`config.mk`:
```
export PLATFORM = sky130hd
export DESIGN_NAME = traffic_phase_fsm
export DESIGN_NICKNAME = d
export VERILOG_FILES = /design/src/rtl/intersection_pkg.sv /design/src/rtl/phase_timer.sv /design/src/rtl/traffic_phase_fsm.sv
export SDC_FILE = /design/constraint.sdc
export NUM_CORES = 1
export LEC_CHECK = 0
export CAP_MARGIN = 20
export CORE_UTILIZATION = 55
export CTS_BUF_LIST = sky130_fd_sc_hd__clkbuf_4 sky130_fd_sc_hd__clkbuf_8
export DETAILED_ROUTE_END_ITERATION = 8
export GPL_TIMING_DRIVEN = 1
export PLACE_DENSITY = 0.95
export SLEW_MARGIN = 10
export SYNTH_ARGS = -nofsm -noshare
export SYNTH_HDL_FRONTEND = slang
export SYNTH_HIERARCHICAL = 1
export SYNTH_SLANG_ARGS = --single-unit
```
`constraint.sdc`:
```
create_clock -name clock -period 4 [get_ports clock]
set_input_delay 0.8 -clock clock [delete_from_list [all_inputs] [get_ports clock]]
set_output_delay 0.8 -clock clock [all_outputs]
set_load 0.05 [all_outputs]
```
`src/rtl/intersection_pkg.sv`:
```
// Shared definitions for the intersection controller: phase encoding, lamp codes and
// default phase durations.
package intersection_pkg;

  // Phase encoding; also driven out on the debug `phase` port.
  typedef enum logic [2:0] {
    NsGreen  = 3'd0,
    NsYellow = 3'd1,
    AllredA  = 3'd2,
    EwGreen  = 3'd3,
    EwYellow = 3'd4,
    AllredB  = 3'd5,
    PedWalk  = 3'd6
  } state_t;

  // Signal head codes, one-hot {red, yellow, green}.
  localparam logic [2:0] RED = 3'b100;
  localparam logic [2:0] YEL = 3'b010;
  localparam logic [2:0] GRN = 3'b001;

  // Default phase durations in seconds (ticks).
  localparam int unsigned DEF_GREEN_SEC  = 8;
  localparam int unsigned DEF_YELLOW_SEC = 3;
  localparam int unsigned DEF_ALLRED_SEC = 1;
  localparam int unsigned DEF_WALK_SEC   = 5;

  // A duration must fit the 4-bit display and never be zero.
  function automatic bit duration_ok(input int unsigned d);
    return (d >= 1) && (d <= 15);
  endfunction

endpackage

```
`src/rtl/phase_timer.sv`:
```
// Per-phase countdown: loads a duration, counts it down on each tick and pulses `expire`
// when a tick lands on the final second. The count never shows zero.
module phase_timer
  import intersection_pkg::*;
#(
  parameter int unsigned RESET_VALUE = DEF_ALLRED_SEC
) (
  input  logic       clock,
  input  logic       reset,
  input  logic       tick,
  input  logic       load,
  input  logic [3:0] load_value,
  output logic [3:0] remaining,
  output logic       expire
);

  logic [3:0] remaining_q, remaining_d;

  // Next count: a load wins; otherwise count down while above one.
  always_comb begin
    remaining_d = remaining_q;
    expire      = tick && (remaining_q == 4'd1);
    if (load) begin
      remaining_d = load_value;
    end else if (tick && (remaining_q > 4'd1)) begin
      remaining_d = remaining_q - 4'd1;
    end
  end

  // Count register.
  always_ff @(posedge clock or posedge reset) begin
    if (reset) begin
      remaining_q <= 4'(RESET_VALUE);
    end else begin
      remaining_q <= remaining_d;
    end
  end

  assign remaining = remaining_q;

endmodule

```
`src/rtl/traffic_phase_fsm.sv`:
```
// Intersection phase controller: sequences NS/EW heads, all-red clearances and an optional
// pedestrian walk phase, paced by the 1 Hz tick. All outputs are registered.
module traffic_phase_fsm
  import intersection_pkg::*;
#(
  parameter int unsigned GREEN_SEC  = DEF_GREEN_SEC,
  parameter int unsigned YELLOW_SEC = DEF_YELLOW_SEC,
  parameter int unsigned ALLRED_SEC = DEF_ALLRED_SEC,
  parameter int unsigned WALK_SEC   = DEF_WALK_SEC
) (
  input  logic       clock,
  input  logic       reset,
  input  logic       tick,
  input  logic       ped_req,
  output logic [2:0] ns_light,
  output logic [2:0] ew_light,
  output logic       walk,
  output logic       ped_pending,
  output logic [3:0] remaining,
  output logic [2:0] phase
);

  // Durations outside 1..15 cannot be displayed or counted; refuse to elaborate.
  if (!(duration_ok(GREEN_SEC) && duration_ok(YELLOW_SEC) &&
        duration_ok(ALLRED_SEC) && duration_ok(WALK_SEC))) begin : g_bad_duration
    $error("traffic_phase_fsm: phase durations must lie in 1..15");
  end

  state_t     state_q, state_d;
  logic [2:0] ns_q, ns_d, ew_q, ew_d;
  logic       walk_q, walk_d;
  logic       ped_q, ped_d;
  logic       expire;
  logic [3:0] load_value;

  phase_timer #(
    .RESET_VALUE (ALLRED_SEC)
  ) u_timer (
    .clock      (clock),
    .reset      (reset),
    .tick       (tick),
    .load       (expire),
    .load_value (load_value),
    .remaining  (remaining),
    .expire     (expire)
  );

  // Next phase, request latch, and lamps/duration of the phase being entered.
  always_comb begin
    state_d    = state_q;
    ped_d      = ped_q;
    ns_d       = RED;
    ew_d       = RED;
    walk_d     = 1'b0;
    load_value = 4'(ALLRED_SEC);

    // A request during the walk itself is already being served.
    if (ped_req && (state_q != PedWalk)) begin
      ped_d = 1'b1;
    end

    if (expire) begin
      unique case (state_q)
        NsGreen:  state_d = NsYellow;
        NsYellow: state_d = AllredA;
        AllredA:  state_d = EwGreen;
        EwGreen:  state_d = EwYellow;
        EwYellow: state_d = AllredB;
        // Same-cycle request counts so a late press still gets this walk.
        AllredB:  state_d = (ped_q || ped_req) ? PedWalk : NsGreen;
        PedWalk:  state_d = NsGreen;
        default:  state_d = AllredB;
      endcase
      if (state_d == PedWalk) begin
        ped_d = 1'b0;
      end
    end

    unique case (state_d)
      NsGreen: begin
        ns_d       = GRN;
        load_value = 4'(GREEN_SEC);
      end
      NsYellow: begin
        ns_d       = YEL;
        load_value = 4'(YELLOW_SEC);
      end
      EwGreen: begin
        ew_d       = GRN;
        load_value = 4'(GREEN_SEC);
      end
      EwYellow: begin
        ew_d       = YEL;
        load_value = 4'(YELLOW_SEC);
      end
      PedWalk: begin
        walk_d     = 1'b1;
        load_value = 4'(WALK_SEC);
      end
      default: begin
        load_value = 4'(ALLRED_SEC);
      end
    endcase
  end

  // State, lamp and latch registers; reset parks everything in the all-red clearance.
  always_ff @(posedge clock or posedge reset) begin
    if (reset) begin
      state_q <= AllredB;
      ns_q    <= RED;
      ew_q    <= RED;
      walk_q  <= 1'b0;
      ped_q   <= 1'b0;
    end else begin
      state_q <= state_d;
      ns_q    <= ns_d;
      ew_q    <= ew_d;
      walk_q  <= walk_d;
      ped_q   <= ped_d;
    end
  end

  assign ns_light    = ns_q;
  assign ew_light    = ew_q;
  assign walk        = walk_q;
  assign ped_pending = ped_q;
  assign phase       = state_q;

endmodule

```
# Yosys cells after proc, flatten, opt, wreduce, memory -nomap -nowiden
# Cells that the tools add are included.
[totals]
in_bits = 4
out_inout_bits = 15
regBits = 15
[classes]
muxes = 13
n_reduce_logical = 9
eq_ne = 12
n_addsub = 1
order_cmp = 1
[op_table]
columns = ["cell", "count"]
rows = [
  ["case mux 3 bit (6 select lines)", 1],
  ["== test 3 bit, second input constant", 5],
  ["case mux 3 bit (2 select lines)", 2],
  ["case mux 4 bit (3 select lines)", 1],
  ["== test 3 x 2 -> 1 bit, second input constant", 3],
  ["2-to-1 mux 3 bit", 3],
  ["2-to-1 mux 4 bit", 2],
  ["== test 3 x 1 -> 1 bit, second input constant", 2],
  ["logical NOT 3 bit", 2],
  ["== test 4 x 1 -> 1 bit, second input constant", 1],
  ["greater-than comparator 4 x 1 -> 1 bit, second input constant", 1],
  ["2-to-1 mux 1 bit", 4],
  ["OR reduction 2 bit", 2],
  ["subtractor 4 x 1 -> 4 bit, second input constant", 1],
  ["logical AND 1 bit", 3],
  ["!= test 3 bit, second input constant", 1],
  ["nonzero test 2 bit", 1],
  ["logical OR 1 bit", 1],
]

# Longest topological paths before layout
# Gate-level depths: netlist of the first run.
[depth]
word_depth = 9
ltp_mapped = 9

# By module
# The synthesis of the first run kept the hierarchy.
[modules_own_cells]
columns = ["module", "n_inst", "cells_each", "area_each_um2"]
rows = [
  ["traffic_phase_fsm", 1, 56, 554.3],
  ["phase_timer", 1, 36, 312.8],
]

# Worst setup path after synthesis of the first run
# Ideal clock, no wire load.
[synth_path]
kind = "flip-flop to flip-flop"
start = "reg u_timer.remaining_q[0] (netlist: u_timer/remaining[0])"
end = "reg u_timer.remaining_q[1] (netlist: u_timer/remaining[1])"
setup_time_ns = 0.141
stages_incl_launch_ff = 9
synth_period_minus_slack_ns = 2.225
arrival_time_ns = 2.084
setup_slack_ns = 1.775
path_cell_list = "dfstp_2 ha_1 nor4bb_1 buf_2 xnor2_1 mux2_2 o21ai_0 a21oi_1 nand3_1"
[synth_between]
elab_chain_cells = 7
[synth_lines]
columns = ["element", "line_no", "source"]
rows = [
  ["start, declared", "phase_timer.sv:17", "logic [3:0] remaining_q, remaining_d;"],
  ["start signal, assigned", "phase_timer.sv:33", "remaining_q <= 4'(RESET_VALUE);"],
  ["start signal, assigned", "phase_timer.sv:35", "remaining_q <= remaining_d;"],
  ["== test 4 x 1 -> 1 bit (*)", "phase_timer.sv:22", "expire = tick && (remaining_q == 4'd1);"],
  ["logical AND 1 bit (*)", "phase_timer.sv:22", ""],
  ["named net expire", "traffic_phase_fsm.sv:33", "logic expire;"],
  ["2-to-1 mux 3 bit (*)", "traffic_phase_fsm.sv:62", "if (expire) begin"],
  ["== test 3 bit, or another cell as far along", "traffic_phase_fsm.sv:79", "unique case (state_d)"],
  ["OR reduction 2 bit (no line)", "n/a", ""],
  ["case mux 4 bit (3 select lines) (*)", "traffic_phase_fsm.sv:79", ""],
  ["named net load_value[1]", "traffic_phase_fsm.sv:34", "logic [3:0] load_value;"],
  ["2-to-1 mux 4 bit (*)", "phase_timer.sv:23", "if (load) begin"],
]
# Mark *: on every way through the listed nets, which the timed path passes. The rest lies on a longest branch. The select of a mux whose other input is x is not followed.
# A chain may end at the register's enable or synchronous reset.

# Worst setup path after layout of the first run
[layout_path]
start = "reg state_q[2] (netlist: phase[2])"
end = "out phase[2]"
[layout_lines]
columns = ["element", "line_no", "source"]
rows = [
  ["start, declared", "traffic_phase_fsm.sv:29", "state_t state_q, state_d;"],
  ["start signal, assigned", "traffic_phase_fsm.sv:109", "state_q <= AllredB;"],
  ["start signal, assigned", "traffic_phase_fsm.sv:115", "state_q <= state_d;"],
  ["end, declared", "traffic_phase_fsm.sv:20", "output logic [2:0] phase"],
]
# No word-level cell between the ends.

==> impl_metrics.csv, run 1 <==
group,metric,value,unit
yosys,synth_commonest_cells,"dfrtp_1 (10), nor2_1 (10), a21oi_1 (8)",
global_routing,grt_pass1_vias,730,
yosys,synth_cell_types,39,
global_routing,grt_max_degree,21,
floorplan,die_h,41.71,microns
layout,diodes,0,
place,gp_congestion,0.8684,
global_routing,use_met1,32.29,%
clocking,clk_latency,0.28,ns
route,vias_per_cell,6.112,
route,first_pass_iters,4,
clocking,cts_tree,"built",
route,wl_per_cell,15.49,microns
clocking,cts_root_buffer,"clkbuf_4",
layout,fin_nets,117,
timing,fin_setup_tns,0,ns
clocking,clock-sinks,15,
route,ant_nets,0,
yosys,synth_top_area_share,28.86,%
global_routing,grt_use_met3,8.261,%
global_routing,overflow,0,
timing,fmax,383.4,MHz
floorplan,die_width,41.71,microns
route,drc,0,
floorplan,rows,13,
clocking,postCtsSetupRepairBufs,0,
global_routing,grt_first_pass_wirelength,3.249,mm
floorplan,coreArea,0.001383,sq mm
flow_run,maxCapViolCount,0,
setup_path,required,3.20,ns
yosys,synthTopCellsByArea,"dfrtp_1 (29%), dfstp_2 (15%), a21oi_1 (4.6%)",
setup_path,cp_top_family,"buffers and inverters",
layout,area_delta_synth_final,24.39,%
setup_path,slowest_stage,"clkdlybuf4s50_1",
clocking,hold_buffers,0,
pwr,comb_power_share,59.7,%
setup_path,critPathMaxFanout,13,
setup_path,max_stage_delay,0.85,ns
pwr,irDropWorstVdd,0.0005635,V
setup_path,crit_arrival,1.81,ns
yosys,synth_ff_type,"dfrtp_1",
setup_path,critPathCaptureType,"output pin",
timing,maxSlewViolCount,0,
pwr,p_per_area,921.9,mW/mm^2
worst_hold_path,hp-class,"register to register",
route,wl,1.936,mm
layout,design_area,0.001079,sq mm
yosys,ys_ff_latch,15,
timing,fin_crit_sh,65.21,%
global_routing,grt-busiest-layer,"met2",
global_routing,gr-usage-all-layers,24.91,%
clocking,clock_path_buffers,2,
clocking,cts_resized,0,
timing,rsz0062_at_grt,"no",
setup_path,cp_num_buf_inv,1,
pwr,clock_power_share,8.6,%
yosys,seq_area_frac_synth,44.01,%
global_routing,grtUsageMet2,40.00,%
pwr,leakagePower,0.4537,nW
pwr,p_switching,0.0005105,W
place,dp_hpwl,1.442,mm
yosys,syn_area_per_cell,9.425,sq um
setup_path,path_cells,"clkdlybuf4s50_1",
pwr,total_power,0.0009943,W
place,place_area,0.001051,sq mm
timing,hold_viol,0,
layout,layout-drive-gt1-share,17.27,%
yosys,yosysWarningCount,6,
floorplan,initial_utilization,62.71,%
floorplan,ioPinCount,19,
timing,tightest_slew,0.5033,ns
setup_path,path_class,"register to output pin",
timing,max_slew_margin,66.34,%
yosys,yosysTopAreaCell,"dfrtp_1",
pwr,p_sw_share,51.35,%
yosys,syn-cell-area,867.1,sq um
timing,fin_crit,2.609,ns
yosys,synth-edff-count,0,
global_routing,antenna_found_initial,0,
route,drtIter0Drc,25,
clocking,h-tree-depth,1,
pwr,power_frac_seq,31.7,%
yosys,synth_nets,98,
route,route.vias.total,764,
layout,nFillCells,99,
clocking,cts_made_buffers,3,
pwr,p_int,0.0004838,W
outcome,status,"complete, no violations",
timing,finalClockSkew,0.001129,ns
floorplan,fp.dieArea,0.001739,sq mm
yosys,syn_inst,92,
yosys,synthArstFlopShare,100.0,%
place,io_buffers,18,
clocking,clkTransAtPathRegs,0.09,ns
timing,setup_viol,0,
setup_path,cp-start-kind,"register",
-- registers in the layout (all words and copies together) (netlist names) --
| name | cells |
|---|---|
| ew_light | 3 |
| ns_light | 3 |
| ped_pending | 1 |
| phase | 3 |
| u_timer/remaining | 4 |
| walk | 1 |
-- placed cells by master, fill, tap and decap left out, types with 2 or more instances in the layout --
cell type	instances
clkbuf_4	3
o21ai_0	3
o311ai_0	2
a21o_1	2
nand3_1	2
ha_1	2
nor3_1	2
o21a_1	3
dfrtp_1	10
nand2_1	5
a21oi_1	8
nand4_1	2
inv_1	7
or4b_4	2
nor2_1	10
dfstp_2	5
clkdlybuf4s50_1	18
nor3b_1	2
-- power groups by stage --
stage / registers [W] / clock network (W) / logic, W
final: 0.000315 / 0.0000852 / 0.000594
after global routing: 0.000328 / 0.0000994 / 0.000627
after CTS: 0.000314 / 0.0000883 / 0.000591
after detailed placement: 0.000316 / 0 / 0.000588
after global placement: 0.000311 / 0 / 0.000574
after floorplan: 0.000473 / 0 / 0.000265
-- worst paths after layout --
| path | slack [ns] | cells after the start | from | end |
|---|---|---|---|---|
| setup / recovery | 1.39 | 1 | phase[2]$_DFF_PP1_ | phase[2] |
| hold / removal | 0.57 | 2 | u_timer/remaining[0]$_DFFE_PP1P_ | u_timer/remaining[0]$_DFFE_PP1P_ |
| setup reg to reg | 1.75 | 8 | u_timer/remaining[0]$_DFFE_PP1P_ | u_timer/remaining[1]$_DFFE_PP0P_ |
| hold reg to reg | 0.57 | 2 | u_timer/remaining[0]$_DFFE_PP1P_ | u_timer/remaining[0]$_DFFE_PP1P_ |
| max in group asynchronous | 2.81 | 2 | reset | phase[0]$_DFF_PP1_ |
| min in group asynchronous | 0.73 | 2 | reset | u_timer/remaining[3]$_DFFE_PP0P_ |
-- layout make-up --
type	instances	area, sq um	share of cell area, %
clock buffer	3	22.52	2.088
sequential	15	381.6	35.38
inverter	7	26.28	2.436
multi-input combinational	65	436.7	40.49
tap	15	18.77	1.740
clock inverter	1	5.005	0.4640
timing repair buffer	19	187.7	17.40
-- cells by family (layout without fill, tap and decap cells) --
logic type / count (synthesis) / in the layout / share of synthesized area, %
mux: 1 / 1 / 1.299
compound gates: 26 / 26 / 20.49
fa+ha+maj: 2 / 2 / 2.886
flops: 15 / 15 / 44.01
buf+inv: 12 / 30 / 6.350
xor+xnor: 2 / 2 / 2.021
simple gates: 34 / 34 / 22.95
-- layer usage --
layer	wire, microns	vias up
met1	846	357
li1	-	367
met3	120	4
met2	938	36
met4	31	0
met5	0	-
-- metrics by stage --
stage / hold WS, ns / cells / setup WS [ns] / utilization, %
after global routing: 0.6136 / 125 / 1.321 / 78.01
after CTS: 0.5689 / 125 / 1.393 / 78.01
after detailed placement: 0.5558 / 121 / 1.164 / 76.02
after floorplan: 0.5654 / 92 / 1.775 / -
final: 0.5742 / 125 / 1.391 / 78.01
after global placement: 0.5446 / 121 / 1.297 / 76.02
No activity file was read; power rests on OpenSTA's default activity.
==> run 2: changes to the inputs <==
CORE_UTILIZATION = 51   (was 55)
PLACE_DENSITY = 0.91   (was 0.95)
clock period = 2.7 ns   (was 4 ns; I/O delays follow)
==> run 2 against run 1 <==
Critical path type unchanged. Flip-flop and latch count is the same. Largest power group unchanged. Via count shrank 2.6%. Die area grew 7.4%. Cell area grew 0.35%. Total power grew 48%.
==> impl_metrics.csv, run 2 (same netlist as run 1, synthesis figures left out) <==
group,metric,value,unit
setup_path,critPathCaptureType,"output pin",
pwr,p_per_area,1359,mW/mm^2
layout,final_common_cell,"clkdlybuf4s50_1",
floorplan,ioPinCount,19,
layout,multi_input_area,436.7,sq um
place,gp_congestion,0.9325,
route,route.vias.total,744,
floorplan,die_width,43.23,microns
timing,hold_viol,0,
pwr,leakagePower,0.4544,nW
global_routing,overflow,0,
global_routing,grt_pass1_vias,665,
floorplan,die_h,43.23,microns
floorplan,coreArea,0.001541,sq mm
timing,max_slew_margin,65.89,%
flow_run,maxCapViolCount,0,
global_routing,grt-busiest-layer,"met2",
worst_hold_path,hp-class,"primary input to async pin",
outcome,status,"complete, no violations",
route,drtIter0Drc,28,
setup_path,path_cells,"clkdlybuf4s50_1",
route,drc,0,
layout,largest_reg_flops,4,
place,dp_slack,0.2132,ns
clocking,hold_buffers,0,
pwr,irDropWorstVdd,0.0007874,V
setup_path,max_stage_delay,0.89,ns
clocking,cts_resized,0,
timing,fmax,430.0,MHz
layout,diodes,0,
place,place_area,0.001052,sq mm
timing,fin_crit,2.325,ns
global_routing,antenna_found_initial,0,
global_routing,gr-usage-all-layers,20.44,%
route,first_pass_iters,4,
clocking,clock_path_buffers,2,
clocking,cts_made_buffers,3,
clocking,cts_tree,"built",
floorplan,rows,14,
setup_path,crit_arrival,1.79,ns
timing,setup_viol,0,
layout,area_delta_synth_final,24.82,%
timing,maxSlewViolCount,0,
layout,seqCellArea,381.6,sq um
clocking,postCtsSetupRepairBufs,0,
layout,nFillCells,121,
global_routing,grt_max_degree,21,
setup_path,critPathMaxFanout,16,
route,wl_per_cell,13.88,microns
setup_path,cp-start-kind,"register",
route,wl,1.749,mm
setup_path,required,2.16,ns
setup_path,path_class,"register to output pin",
global_routing,use_met1,29.19,%
route,vias_per_cell,5.905,
setup_path,slowest_stage,"clkdlybuf4s50_1",
floorplan,fp.dieArea,0.001869,sq mm
layout,design_area,0.001082,sq mm
timing,fin_setup_tns,0,ns
place,io_buffers,18,
timing,layout_setup_ws,0.3747,ns
setup_path,timing.rr.end,"u_timer/remaining[2]$_DFFE_PP0P_",
clocking,clkTransAtPathRegs,0.08,ns
setup_path,cp_num_buf_inv,1,
timing,finalClockSkew,0.004020,ns
global_routing,grt_first_pass_wirelength,2.849,mm
timing,rsz0062_at_grt,"no",
timing,fin_crit_sh,86.12,%
global_routing,grt_use_met3,3.830,%
setup_path,worst-r2r-setup-slack,0.48,ns
route,ant_nets,0,
layout,layout-drive-gt1-share,17.27,%
setup_path,cp_top_family,"buffers and inverters",
layout,fin_nets,117,
floorplan,initial_utilization,56.25,%
clocking,clock-sinks,15,
clocking,h-tree-depth,1,
timing,tightest_slew,0.5101,ns
setup_path,r2r_start,"u_timer/remaining[0]$_DFFE_PP1P_",
setup_path,r2r_cells,8,
clocking,cts_root_buffer,"clkbuf_4",
place,dp_hpwl,1.323,mm
global_routing,grtUsageMet2,30.75,%
layout,layout_common_cells,"clkdlybuf4s50_1 (18), nor2_1 (10), dfrtp_1 (10)",
clocking,clk_latency,0.27,ns
-- run 2: power breakdown --
group	leakage (nW)	switching [W]	total [W]	internal, W
logic	0.260	0.000551	0.000879	0.000328
clock network	0.0184	0.0000622	0.000129	0.0000672
registers	0.176	0.000128	0.000463	0.000335
total	0.454	0.000741	0.00147	0.000730
-- run 2: worst max path at each step --
stage	from	to	slack [ns]	depth (start not counted)
floorplan	u_timer/remaining[0]$_DFFE_PP1P_	u_timer/remaining[1]$_DFFE_PP0P_	0.48	8
CTS	phase[1]$_DFF_PP0_	phase[1]	0.37	1
global placement	tick	u_timer/remaining[1]$_DFFE_PP0P_	0.28	8
global route	u_timer/remaining[0]$_DFFE_PP1P_	u_timer/remaining[2]$_DFFE_PP0P_	0.24	8
detailed placement	tick	u_timer/remaining[1]$_DFFE_PP0P_	0.21	8
finish	phase[1]$_DFF_PP0_	phase[1]	0.37	1
-- run 2: layout make-up --
class,instances,area share [%]
inverter,7,2.428
multi-input combinational,65,40.35
timing repair buffer,19,17.34
sequential,15,35.26
clock buffer,4,2.775
tap,16,1.850
-- run 2: worst register-to-register path, cell delays in order (launching register included) --
cell	delay [ns]
dfstp_2	0.61
ha_1	0.20
nor4bb_2	0.27
buf_4	0.26
nand2_1	0.17
nor3_1	0.35
o21a_1	0.18
nand2_1	0.04
o21ai_1	0.07
-- run 2: metrics by stage --
step / std cells / total power [W] / utilization [%] / hold WS (ns)
finish: 126 / 0.001471 / 70.21 / 0.4830
global route: 126 / 0.001559 / 70.21 / 0.4852
CTS: 126 / 0.001467 / 70.21 / 0.4867
detailed placement: 122 / 0.001334 / 68.26 / 0.5687
global placement: 122 / 0.001312 / 68.26 / 0.5481
floorplan: 92 / 0.001093 / - / 0.3054
-- run 2: per-layer routing --
| layer | share of wire, % | vias to the layer above | wire [microns] |
|---|---|---|---|
| met3 | 5.4 | 2 | 94 |
| met5 | 0 | - | 0 |
| met4 | 0.57 | 0 | 10 |
| met1 | 45 | 349 | 792 |
| li1 | - | 361 | - |
| met2 | 49 | 32 | 851 |
